<file path="src/rtl/encoder_pkg.sv">
// Shared definitions for the request encoder family.
// Supplies the default index width and the one-hot helper used to
// regenerate a grant vector from an encoded index.
package encoder_pkg;

    localparam int DEFAULT_INPUT_SIZE = 5;

    // Widest index the one-hot helper supports; callers narrow the
    // result to their own vector width with a size cast.
    localparam int MAX_INPUT_SIZE = 10;

    function automatic logic [2**MAX_INPUT_SIZE-1:0] onehot_of(
        input logic [MAX_INPUT_SIZE-1:0] idx
    );
        logic [2**MAX_INPUT_SIZE-1:0] vec;
        vec      = '0;
        vec[idx] = 1'b1;
        return vec;
    endfunction

endpackage

</file>
<file path="src/rtl/prio_encoder.sv">
// Combinational fixed-priority encoder: reports the index of the lowest
// set bit of a 2**INPUT_SIZE-bit vector plus a flag saying any bit was set.
module prio_encoder #(
    parameter int INPUT_SIZE = 5
) (
    input  logic [2**INPUT_SIZE-1:0] vector,
    output logic [INPUT_SIZE-1:0]    index,
    output logic                     found
);

    localparam int N = 2**INPUT_SIZE;

    // Scan from the top down so the lowest set bit is the last one written.
    always_comb begin
        index = '0;
        found = 1'b0;
        for (int i = N - 1; i >= 0; i--) begin
            if (vector[i]) begin
                index = INPUT_SIZE'(i);
                found = 1'b1;
            end
        end
    end

endmodule

</file>
<file path="src/rtl/rr_encoder.sv">
// Registered round-robin priority encoder with a one-entry valid/ready
// output register. Compresses a request vector into the index of one
// granted requester plus its one-hot decode.
// Build option: define RR_ENCODER_ROUND_ROBIN_EN for round-robin
// selection; without it the lowest set request always wins and the
// priority pointer is not built.
module rr_encoder
    import encoder_pkg::*;
#(
    parameter int INPUT_SIZE = DEFAULT_INPUT_SIZE
) (
    input  logic                     clk,
    input  logic                     rst,
    input  logic                     enable,
    input  logic [2**INPUT_SIZE-1:0] req,
    output logic                     out_valid,
    input  logic                     out_ready,
    output logic [INPUT_SIZE-1:0]    out,
    output logic [2**INPUT_SIZE-1:0] out_onehot
);

    localparam int N = 2**INPUT_SIZE;

    logic [INPUT_SIZE-1:0] sel_idx;
    logic                  any_req;
    logic [INPUT_SIZE-1:0] unmasked_idx;
    logic                  load;

    // The unmasked encoder doubles as the "any request" detector.
    prio_encoder #(
        .INPUT_SIZE(INPUT_SIZE)
    ) u_unmasked (
        .vector(req),
        .index (unmasked_idx),
        .found (any_req)
    );

`ifdef RR_ENCODER_ROUND_ROBIN_EN

    logic [INPUT_SIZE-1:0] ptr;
    logic [N-1:0]          masked_req;
    logic [INPUT_SIZE-1:0] masked_idx;
    logic                  masked_found;

    // Only requests at or above the pointer compete in the masked encode.
    assign masked_req = req & ({N{1'b1}} << ptr);

    prio_encoder #(
        .INPUT_SIZE(INPUT_SIZE)
    ) u_masked (
        .vector(masked_req),
        .index (masked_idx),
        .found (masked_found)
    );

    // Masked winner takes precedence; otherwise wrap to the lowest request.
    assign sel_idx = masked_found ? masked_idx : unmasked_idx;

    // Advance the pointer just past each grant; the natural width overflow
    // wraps a grant of the top index back to zero.
    always_ff @(posedge clk or posedge rst) begin
        if (rst) begin
            ptr <= '0;
        end else if (load) begin
            ptr <= sel_idx + INPUT_SIZE'(1);
        end
    end

`else

    assign sel_idx = unmasked_idx;

`endif

    // New index is captured only when there is something to encode and the
    // output slot is empty or being drained this cycle.
    assign load = enable && any_req && (!out_valid || out_ready);

    // One-entry output register: load replaces, acceptance alone empties,
    // otherwise the entry is held stable under backpressure.
    always_ff @(posedge clk or posedge rst) begin
        if (rst) begin
            out_valid  <= 1'b0;
            out        <= '0;
            out_onehot <= '0;
        end else if (load) begin
            out_valid  <= 1'b1;
            out        <= sel_idx;
            out_onehot <= N'(onehot_of(MAX_INPUT_SIZE'(sel_idx)));
        end else if (out_valid && out_ready) begin
            out_valid  <= 1'b0;
            out        <= '0;
            out_onehot <= '0;
        end
    end

endmodule

</file>
<file path="config.mk">
export PLATFORM = sky130hd
export DESIGN_NAME = rr_encoder
export DESIGN_NICKNAME = d
export VERILOG_FILES = /design/src/rtl/encoder_pkg.sv /design/src/rtl/prio_encoder.sv /design/src/rtl/rr_encoder.sv
export SDC_FILE = /design/constraint.sdc
export NUM_CORES = 1
export LEC_CHECK = 0
export CAP_MARGIN = 10
export CORE_AREA = 5 5 106 58
export CTS_BUF_LIST = sky130_fd_sc_hd__clkbuf_16
export DETAILED_ROUTE_END_ITERATION = 10
export DIE_AREA = 0 0 111 63
export PLACE_DENSITY = 0.72
export SETUP_SLACK_MARGIN = 0.3
export SLEW_MARGIN = 20
export SYNTH_ARGS = -nofsm -noshare
export SYNTH_HDL_FRONTEND = slang
export SYNTH_SLANG_ARGS = --single-unit
</file>
<file path="constraint.sdc">
create_clock -name clk -period 2.75 [get_ports clk]
set_input_delay 0.4125 -clock clk [delete_from_list [all_inputs] [get_ports clk]]
set_output_delay 0.4125 -clock clk [all_outputs]
set_load 0.02 [all_outputs]
</file>
==> flow_summary.ini <==
[outcome]
status = finished clean

[worst_setup_path]
cp.depth = 8
cp_slowest_cell = or4_4
r2r_end = out_onehot[11]
crit_chain = clkdlybuf4s50_1 -> or3_1 -> a221o_1 -> a21oi_2 -> nor3_2 -> buf_4 -> or4_4 -> o21ai_1
cp_max_fo = 7
reg2reg_depth = 6
path_class = in -> reg
regToRegStartpoint = out_valid
crit_start = req[20]
path_delay_family = simple AND/OR/NAND/NOR gates
worst_ep_arrival_time_ps = 2620
crit_path_start_kind = input port
cp_num_buf_inv = 2
critPathCaptureType = flip-flop
max_stage_delay_ps = 490
crit_end = out_onehot[29]
crit_required_ps = 2960
rrSetupSlack_ps = 1140

[clock_network]
clock-root-buffer = clkbuf_16
worst_skew_pair.late_latency_ps = 290
cts_tree = done
cts.htree.levels = 2
clock_tree.buffer_depth = 2
cts-buffers-inserted = 5
clock_sinks = 38
clk_pin_slew_worst_paths_ps = 60

[logic_synthesis]
synth-edff-count = 0
synthFlopType = dfrtp_1
synth_nets = 236
async_flop_share_pct = 100.0
yosysWarnings = 0
syn_avg_cell_area_um2 = 9.828
synthDistinctLibCells = 41
ys_seq_elements = 38
synthCells = 200
yosysSeqAreaShare_pct = 48.38
mappedNetlistArea_um2 = 1966

[global_route]
grt_max_degree = 39
grt_pass1_wl_um = 10580
first_global_vias = 1977
grt.total_usage_pct = 19.19
antenna_found_initial = 0
overflow = 0

[final_layout]
num-fill-cells = 461
area_delta_synth_final_pct = 57.16
n_antenna_cell = 0
drive_gt1_share_pct = 13.10
regArea_um2 = 950.9
nets = 325
multi_input_area_um2 = 982.2

[die]
die_w_um = 111
coreArea_um2 = 5206
initial_core_util_pct = 37.76
row_count = 19
die_area_um2 = 6993
pin_count = 74
die_height_um = 63

[sta]
max_clock_freq_ghz = 0.4151
slew_headroom_pct = 60.07
hold_viol_final = 0
final.setup.tns_ps = 0
hold_ws_ps = 481.0
finalCritPeriodShare_pct = 87.61
fin_skew_ps = 3.086
final_max_slew_viol_count = 0
rsz0062_at_grt = false
setup_viol = 0
worstMarginPinSlew_ps = 593.5
post-route-min-period_ps = 2409

[route]
vias = 1944
postRouteAntennaNets = 0
wl_um = 6417
wl_per_cell_um = 17.68
drc_errors = 0
avgViaCountPerCell = 5.355
dr.pass1.iters = 4
initialDrtViolationCount = 103

[worst_hold_path]
holdCritPathClass = reg -> reg
hold_path_depth = 2

[power_and_ir_drop]
powerDensity_nw_per_um2 = 507.5
ir_drop_mv = 0.2789
p_leak_nw = 1.286

[placed_design]
port-buffer-count = 73
place_congestion = 0.7850
hpwl_um = 4801

[run]
drv_cap = 0
==> kinds of logic (layout without fill, tap and decap cells) <==
| group | Yosys count | count (layout) | share of synthesized area, % |
|---|---|---|---|
| compound gates | 62 | 62 | 23.11 |
| simple gates | 87 | 87 | 24.89 |
| buf+inv | 13 | 103 | 3.628 |
| flops | 38 | 38 | 48.38 |
==> worst min path at each step <==
stage,startpoint,end,slack (ps)
floorplan,enable,out_valid,520
detailed placement,out_onehot[28],out_onehot[28],470
global route,out_onehot[17],out_onehot[17],520
CTS,out_onehot[28],out_onehot[28],490
finish,out_onehot[28],out_onehot[28],480
global placement,out_onehot[14],out_onehot[14],470
==> metal layers <==
metal / track usage [%] / vias up / share of wire (%)
li1: - / 933 / -
met1: 29.13 / 938 / 53
met2: 25.30 / 66 / 40
met3: 6.383 / 7 / 6.7
met4: 5.530 / 0 / 1.1
met5: 0 / - / 0
==> power by group <==
group	internal [mW]	total, mW	switching [mW]
sequential	0.570	0.578	0.00866
clock	0.521	0.763	0.241
combinational	0.107	0.227	0.120
total	1.20	1.57	0.370
==> synth_stat cells, types with 2 or more instances <==
| cell | count | area (um2) |
|---|---|---|
| a22o_1 | 9 | 78.83 |
| or4_1 | 4 | 30.03 |
| o21ai_1 | 6 | 30.03 |
| and2_1 | 2 | 12.51 |
| nor4_1 | 7 | 43.79 |
| dfrtp_1 | 38 | 950.9 |
| o21ai_2 | 3 | 26.28 |
| inv_1 | 10 | 37.54 |
| nor4_2 | 3 | 37.54 |
| nand2b_1 | 4 | 25.02 |
| nor3_1 | 4 | 20.02 |
| nand3_1 | 2 | 10.01 |
| a221o_1 | 2 | 20.02 |
| o211ai_1 | 2 | 15.01 |
| nor2b_1 | 2 | 12.51 |
| o31ai_1 | 2 | 15.01 |
| o21ai_0 | 17 | 85.08 |
| nor3_2 | 2 | 20.02 |
| and3_1 | 4 | 25.02 |
| nand3b_1 | 2 | 15.01 |
| nor2_1 | 13 | 48.80 |
| nand2_1 | 32 | 120.1 |
| buf_6 | 3 | 33.78 |
| a32o_1 | 6 | 60.06 |
| a21oi_1 | 5 | 25.02 |
==> worst register-to-register path: stages (launching register included) <==
cell and delay [ps]:
dfrtp_1 430, nand2b_1 120, and2_1 210, and3_1 220, nand2b_1 210, inv_1 90, a22o_1 220
==> layout make-up <==
| cell class | count | area share [%] |
|---|---|---|
| multi-input combinational | 149 | 31.79 |
| sequential | 38 | 30.78 |
| timing repair buffer | 85 | 26.97 |
| clock buffer | 5 | 4.050 |
| tap | 73 | 2.957 |
| clock inverter | 3 | 2.228 |
| inverter | 10 | 1.215 |
==> flip-flops by register name (all words and copies together), names as in the netlist <==
signal and cells:
out_onehot 32, out 5, out_valid 1
==> cell usage in the layout (no fill, tap or decap), drive strengths merged, types with 9 or more instances in the layout <==
cell	instances
inv	10
nor2	13
clkdlybuf4s50	73
a22o	9
nand2	32
dfrtp	38
buf	12
o21ai	26
nor4	10
==> per-stage QoR <==
stage               worst slack (ps)  power (mW)  std cells  area, um2  utilization (%)
finish                         340.8       1.568        363       3089            59.34
global route                   273.6       1.622        363       3089            59.34
CTS                            355.7       1.568        360       3028            58.16
detailed placement             60.32      0.8068        352       2834            54.43
global placement               90.40      0.8028        352       2834            54.43
floorplan                      754.5      0.6830        200       1966                -
==> what timing repair did <==
action                                  4_1_cts  5_1_grt
endpoints found under the setup margin        0       30
buffers inserted                              0        3
resized for setup                             0        6
hold buffers                                  0        0
(Power assumes the default switching activity.)
